### config.mk
export PLATFORM = sky130hd
export DESIGN_NAME = adc_sample_controller
export DESIGN_NICKNAME = d
export VERILOG_FILES = /design/src/rtl/adc_sample_controller.sv
export SDC_FILE = /design/constraint.sdc
export NUM_CORES = 1
export LEC_CHECK = 0
export BUFFER_PORTS_ARGS = -buffer_cell sky130_fd_sc_hd__buf_2
export CAP_MARGIN = 40
export CORE_ASPECT_RATIO = 2
export CORE_MARGIN = 5
export CORE_UTILIZATION = 60
export CTS_BUF_LIST = sky130_fd_sc_hd__clkbuf_4 sky130_fd_sc_hd__clkbuf_8
export DETAILED_ROUTE_END_ITERATION = 12
export GPL_ROUTABILITY_DRIVEN = 1
export PLACE_DENSITY = 0.88
export SYNTH_ARGS = -nofsm -noshare
export SYNTH_HDL_FRONTEND = slang
export SYNTH_SLANG_ARGS = --single-unit
### constraint.sdc
create_clock -name clk_p -period 2.2 [get_ports clk_p]
set_clock_uncertainty 0.15 [all_clocks]
set_input_delay 0.22 -clock clk_p [delete_from_list [all_inputs] [get_ports clk_p]]
set_output_delay 0.22 -clock clk_p [all_outputs]
set_load 0.005 [all_outputs]
### src/rtl/adc_sample_controller.sv
// Sequencer for a 16-bit serial SAR ADC: CNV pulse, conversion wait, 16 SCK periods,
// then the parallel result with a one-cycle valid strobe. Triggered by a sample timer or single shot.
module adc_sample_controller #(
  parameter int unsigned SAMPLE_PERIOD    = 100,
  parameter int unsigned CNV_HIGH_CYCLES  = 4,
  parameter int unsigned CONV_WAIT_CYCLES = 8,
  parameter int unsigned SCK_HALF_CYCLES  = 2
) (
  input  logic        clk_p,
  input  logic        reset_p,
  input  logic        enable_p,
  input  logic        start_p,
  input  logic        overrun_clr_p,
  input  logic        sdo_p,
  output logic        cnv_p,
  output logic        sck_p,
  output logic [15:0] data_p,
  output logic        data_valid_p,
  output logic        busy_p,
  output logic        overrun_p
);

  localparam int unsigned DATA_W   = 16;
  localparam int unsigned CNT_W    = 5;
  localparam int unsigned TMR_W    = (SAMPLE_PERIOD > 1) ? $clog2(SAMPLE_PERIOD) : 1;
  localparam int unsigned PH_MAX_A = (CNV_HIGH_CYCLES > CONV_WAIT_CYCLES) ? CNV_HIGH_CYCLES
                                                                          : CONV_WAIT_CYCLES;
  localparam int unsigned PH_MAX   = (PH_MAX_A > SCK_HALF_CYCLES) ? PH_MAX_A : SCK_HALF_CYCLES;
  localparam int unsigned PH_W     = (PH_MAX > 1) ? $clog2(PH_MAX) : 1;

  localparam logic [2:0] S_IDLE   = 3'd0;
  localparam logic [2:0] S_CNV    = 3'd1;
  localparam logic [2:0] S_WAIT   = 3'd2;
  localparam logic [2:0] S_SCK_LO = 3'd3;
  localparam logic [2:0] S_SCK_HI = 3'd4;
  localparam logic [2:0] S_DONE   = 3'd5;

  logic [2:0]        r_state;
  logic [2:0]        w_state_nxt;
  logic [TMR_W-1:0]  r_timer;
  logic [PH_W-1:0]   r_phase;
  logic [PH_W-1:0]   w_ph_last_val;
  logic [CNT_W-1:0]  r_bit_cnt;
  logic [DATA_W-1:0] r_shift;
  logic              w_tick;
  logic              w_trigger;
  logic              w_ph_last;
  logic              w_shift;
  logic              w_bits_done;

  assign w_tick      = enable_p && (r_timer == TMR_W'(SAMPLE_PERIOD - 1));
  assign w_trigger   = w_tick || start_p;
  assign w_ph_last   = (r_phase == w_ph_last_val);
  // First cycle of SCK_HI is the edge that raises sck_p, i.e. the ADC data sample point
  assign w_shift     = (r_state == S_SCK_HI) && (r_phase == '0);
  assign w_bits_done = (r_bit_cnt == CNT_W'(DATA_W)) ||
                       (w_shift && (r_bit_cnt == CNT_W'(DATA_W - 1)));

  // Sample-rate timer, held at zero while disabled
  always_ff @(posedge clk_p or posedge reset_p) begin
    if (reset_p) begin
      r_timer <= '0;
    end else if (!enable_p || w_tick) begin
      r_timer <= '0;
    end else begin
      r_timer <= r_timer + TMR_W'(1);
    end
  end

  // Last phase-count value of the current timed state
  always_comb begin
    w_ph_last_val = '0;
    case (r_state)
      S_CNV:              w_ph_last_val = PH_W'(CNV_HIGH_CYCLES - 1);
      S_WAIT:             w_ph_last_val = PH_W'(CONV_WAIT_CYCLES - 1);
      S_SCK_LO, S_SCK_HI: w_ph_last_val = PH_W'(SCK_HALF_CYCLES - 1);
      default:            ;
    endcase
  end

  always_comb begin
    w_state_nxt = r_state;
    case (r_state)
      S_IDLE:   if (w_trigger) w_state_nxt = S_CNV;
      S_CNV:    if (w_ph_last) w_state_nxt = S_WAIT;
      S_WAIT:   if (w_ph_last) w_state_nxt = S_SCK_LO;
      S_SCK_LO: if (w_ph_last) w_state_nxt = S_SCK_HI;
      S_SCK_HI: if (w_ph_last) w_state_nxt = w_bits_done ? S_DONE : S_SCK_LO;
      S_DONE:   w_state_nxt = S_IDLE;
      default:  w_state_nxt = S_IDLE;
    endcase
  end

  always_ff @(posedge clk_p or posedge reset_p) begin
    if (reset_p) begin
      r_state <= S_IDLE;
      r_phase <= '0;
    end else begin
      r_state <= w_state_nxt;
      if ((w_state_nxt != r_state) || (r_state == S_IDLE)) begin
        r_phase <= '0;
      end else begin
        r_phase <= r_phase + PH_W'(1);
      end
    end
  end

  always_ff @(posedge clk_p or posedge reset_p) begin
    if (reset_p) begin
      r_bit_cnt <= '0;
      r_shift   <= '0;
    end else if (r_state == S_DONE) begin
      r_bit_cnt <= '0;
    end else if (w_shift) begin
      r_bit_cnt <= r_bit_cnt + CNT_W'(1);
      r_shift   <= {r_shift[DATA_W-2:0], sdo_p};
    end
  end

  // Pin and status outputs registered from the current state
  always_ff @(posedge clk_p or posedge reset_p) begin
    if (reset_p) begin
      cnv_p        <= 1'b0;
      sck_p        <= 1'b1;
      data_p       <= '0;
      data_valid_p <= 1'b0;
      busy_p       <= 1'b0;
      overrun_p    <= 1'b0;
    end else begin
      cnv_p        <= (r_state == S_CNV);
      sck_p        <= (r_state != S_SCK_LO);
      busy_p       <= (r_state != S_IDLE) && (r_state != S_DONE);
      data_valid_p <= (r_state == S_DONE);
      if (r_state == S_DONE) begin
        data_p <= r_shift;
      end
      if (w_tick && (r_state != S_IDLE)) begin
        overrun_p <= 1'b1;
      end else if (overrun_clr_p) begin
        overrun_p <= 1'b0;
      end
    end
  end

endmodule
==> results.yml <==
timing:
  report.final.slew_viol_count: 0
  tightestPinTransition_ns: 0.3675
  max_freq_mhz: 507.1
  grt_setup_unrepaired: "false"
  hold_violations: 0
  totalNegativeSetupSlack_ns: 0
  timing.final.crit_share_pct: 89.63
  setup-violations-final: 0
  final.min_clock_period_ns: 1.972
  relSlewSlack_pct: 75.15
clock_tree:
  clockRootBuffer: "sky130_fd_sc_hd__clkbuf_8"
  clk_path_buf_depth: 2
  worstSkewPairLatency_ns: 0.32
  clock_tree.htree_level_count: 2
  numClockSinks: 55
  post_cts.resized_instances: 0
  cts_buffer_count: 5
  tritoncts: "built"
  cts.clk_slew.worst_paths_ns: 0.11
die:
  core_region_area_sq_um: 4046
  initial_core_util_pct: 61.50
  core.rowCount: 33
  ioPinCount: 27
  die-area_sq_um: 5614
  die_height_um: 101.1
  die_w_um: 55.54
cells_and_area:
  post_route_cells_drive_above_1_share_pct: 17.82
  final_core_util_pct: 70.35
  multi_input_area_sq_um: 1010
  sequential_cell_area_sq_um: 1378
  synthToLayoutAreaGrowth_pct: 14.38
  nNetsFinal: 286
  n_antenna_cell: 0
  nFillCells: 341
placement:
  port_buffers: 26
  gpl.final_weighted_congestion: 0.8289
  place.detailed.hpwl_um: 3342
detailed_routing:
  drt_first_iter_violations: 21
  avgRoutedWirePerCell_um: 14.46
  drt_first_pass_iters: 4
  route.vias.total: 1826
  drt_antenna_net_count: 0
  route.detailed.vias_per_inst: 5.584
  wl_um: 4730
  route.detailed.drc: 0
global_route:
  grt_use_total_pct: 19.40
  initial_antenna_violation_count: 0
  globalRouteOverflowTotal: 0
  grt_first_pass_wirelength_um: 8556
  globalRouteMet2Util_pct: 35.58
  number_of_global_route_vias_before_repair: 1925
  global_route.usage.met3_pct: 3.718
  maximum_number_of_pins_on_one_net_before_global_route_repair: 56
  groute.layer.met1.usage_pct: 20.68
  gr-max-usage-layer: "met2"
hold_path:
  worstHoldPathType: "in2reg"
  min-delay-start: "enable_p"
  worstHoldEndpoint: "r_timer[1]$_DFF_PP0_"
  whs_path_depth: 2
critical_path:
  worst_r2r_endpoint: "r_state[1]$_DFF_PP0_"
  critical_path_class: "reg2reg"
  critical_path.max_fanout: 13
  worst_ep_arrival_time_ns: 2.04
  rr_startpoint: "r_state[0]$_DFF_PP0_"
  worst_ep_required_time_ns: 2.27
  rrSetupSlack_ns: 0.23
  crit_path_end_kind: "flip-flop"
  worst_r2r_path_depth: 6
  timing.critical_path.from_type: "flip-flop"
yosys:
  netlist.top_cell.by_area: "sky130_fd_sc_hd__dfrtp_1"
  synth_register_bits: 55
  cell_count_after_synthesis: 242
  seq_area_frac_synth_pct: 55.35
  synthesis.area_per_instance_sq_um: 10.28
  synthesis.nets: 254
  post_synth_main_area_contributors: "sky130_fd_sc_hd__dfrtp_1 (54%), sky130_fd_sc_hd__nand2_1 (8.4%), sky130_fd_sc_hd__mux2_1 (7.2%)"
  synth.top_cell.area_share_pct: 54.30
  yosys.cell_types.count: 45
  synth_warnings: 0
  syn_area_sq_um: 2489
power_and_ir_drop:
  power.total_mw: 2.535
  ir_worst_vdd_mv: 0.8043
  static-leakage-power_nw: 1.493
  pwr_density_cell_nw_per_um2: 890.7
run_status:
  outcome: "complete, no violations"
job:
  maxCapViolations: 0
[cells in the mapped netlist (all sizes together)]
library cell and instances:
nor4b 2, and3b 1, nand2b 4, nand3 8
o21ai 7, or2 3, mux2 16, o211ai 1
clkbuf 2, nand3b 1, a221oi 1, a211o 1
and3 2, ha 6, o21bai 1, nor3 3
nor2 16, a2111o 1, o22ai 2, mux2i 1
nor2b 1, nor3b 3, dfstp 1, dfrtp 54
nand2 56, a41o 1, a21oi 4, o221ai 1
buf 10, nand4 3, or3 2, xor2 2
a2bb2o 1, o31ai 1, nor4 1, xnor2 7
inv 12, or3b 1, and4 1, nor4bb 1
[final cells by class]
| class | count | share of cell area [%] |
|---|---|---|
| Tap cell | 52 | 2.286 |
| Sequential cell | 55 | 48.40 |
| Timing Repair Buffer | 37 | 8.176 |
| Multi-Input combinational cell | 163 | 35.47 |
| Clock inverter | 3 | 1.670 |
| Inverter | 12 | 1.582 |
| Clock buffer | 5 | 2.418 |
[routing by layer]
| layer | routed length [um] | vias to the layer above |
|---|---|---|
| met2 | 2645 | 45 |
| met4 | 150 | 0 |
| met1 | 1789 | 900 |
| met5 | 0 | - |
| li1 | - | 868 |
| met3 | 144 | 13 |
[where the power goes]
group          switching [mW]  leakage, nW  total, mW  internal, mW
logic                   0.337        0.690      0.636         0.299
registers               0.107        0.744       1.22          1.11
clock network           0.335       0.0587      0.680         0.345
[cells in the final DEF, fill, tap and decap left out, types with 3 or more instances in the layout]
master,instances
sky130_fd_sc_hd__nand4_1,3
sky130_fd_sc_hd__dlygate4sd3_1,3
sky130_fd_sc_hd__a21oi_1,4
sky130_fd_sc_hd__nand2b_1,4
sky130_fd_sc_hd__nand3_1,8
sky130_fd_sc_hd__buf_2,26
sky130_fd_sc_hd__buf_4,7
sky130_fd_sc_hd__nand2_1,56
sky130_fd_sc_hd__inv_1,10
sky130_fd_sc_hd__xnor2_1,7
sky130_fd_sc_hd__nor2_1,16
sky130_fd_sc_hd__nor3_1,3
sky130_fd_sc_hd__ha_1,6
sky130_fd_sc_hd__o21ai_1,6
sky130_fd_sc_hd__clkbuf_8,5
sky130_fd_sc_hd__mux2_1,16
sky130_fd_sc_hd__dfrtp_1,54
[critical path: stages (launching register included)]
cell,delay [ns]
sky130_fd_sc_hd__dfrtp_1,0.44
sky130_fd_sc_hd__buf_4,0.20
sky130_fd_sc_hd__nor3b_1,0.16
sky130_fd_sc_hd__o211ai_1,0.20
sky130_fd_sc_hd__and4_4,0.28
sky130_fd_sc_hd__mux2i_1,0.18
sky130_fd_sc_hd__a2bb2o_2,0.27
[logic make-up after synthesis]
group                      after synthesis  share of synthesized area (%)
xor gates and xnor gates                 9                          3.168
buffers and inverters                   24                          4.072
muxes                                   17                          7.642
DFF                                     55                          55.35
adders and majority gates                6                          3.017
and+or+nand+nor                        109                          20.76
AOI/OAI and AO/OA                       22                          5.983
[metrics by stage]
stage	setup slack [ns]	std cells	instance area, sq um	hold WS (ns)
floorplan	0.2843	242	2489	0.1786
global placement	0.3025	316	2700	0.1355
detailed placement	0.2468	316	2700	0.1408
CTS	0.2330	327	2846	0.01758
global route	0.1494	327	2846	0.01476
finish	0.2280	327	2846	0.02167
[worst max path at each step]
stage	from	endpoint	slack, ns	cells past startpoint
floorplan	r_state[0]$_DFF_PP0_	r_state[1]$_DFF_PP0_	0.28	6
global placement	r_state[0]$_DFF_PP0_	r_state[1]$_DFF_PP0_	0.30	5
detailed placement	r_state[0]$_DFF_PP0_	r_state[1]$_DFF_PP0_	0.25	5
CTS	r_state[0]$_DFF_PP0_	r_state[1]$_DFF_PP0_	0.23	5
global route	r_state[0]$_DFF_PP0_	r_state[1]$_DFF_PP0_	0.15	6
finish	r_state[0]$_DFF_PP0_	r_state[1]$_DFF_PP0_	0.23	6
[what timing repair did]
item	in CTS	in global routing
buffers inserted	0	0
endpoints found under the hold margin	56	0
endpoints found under the setup margin	0	0
hold buffers	3	0
[state kept, by name, summed over array words and instances (netlist names)]
register and count:
r_shift 16, cnv_p 1, overrun_p 1, r_state 3
r_phase 3, r_bit_cnt 5, data_valid_p 1, data_p 16
sck_p 1, r_timer 7, busy_p 1
(Power assumes the default switching activity.)
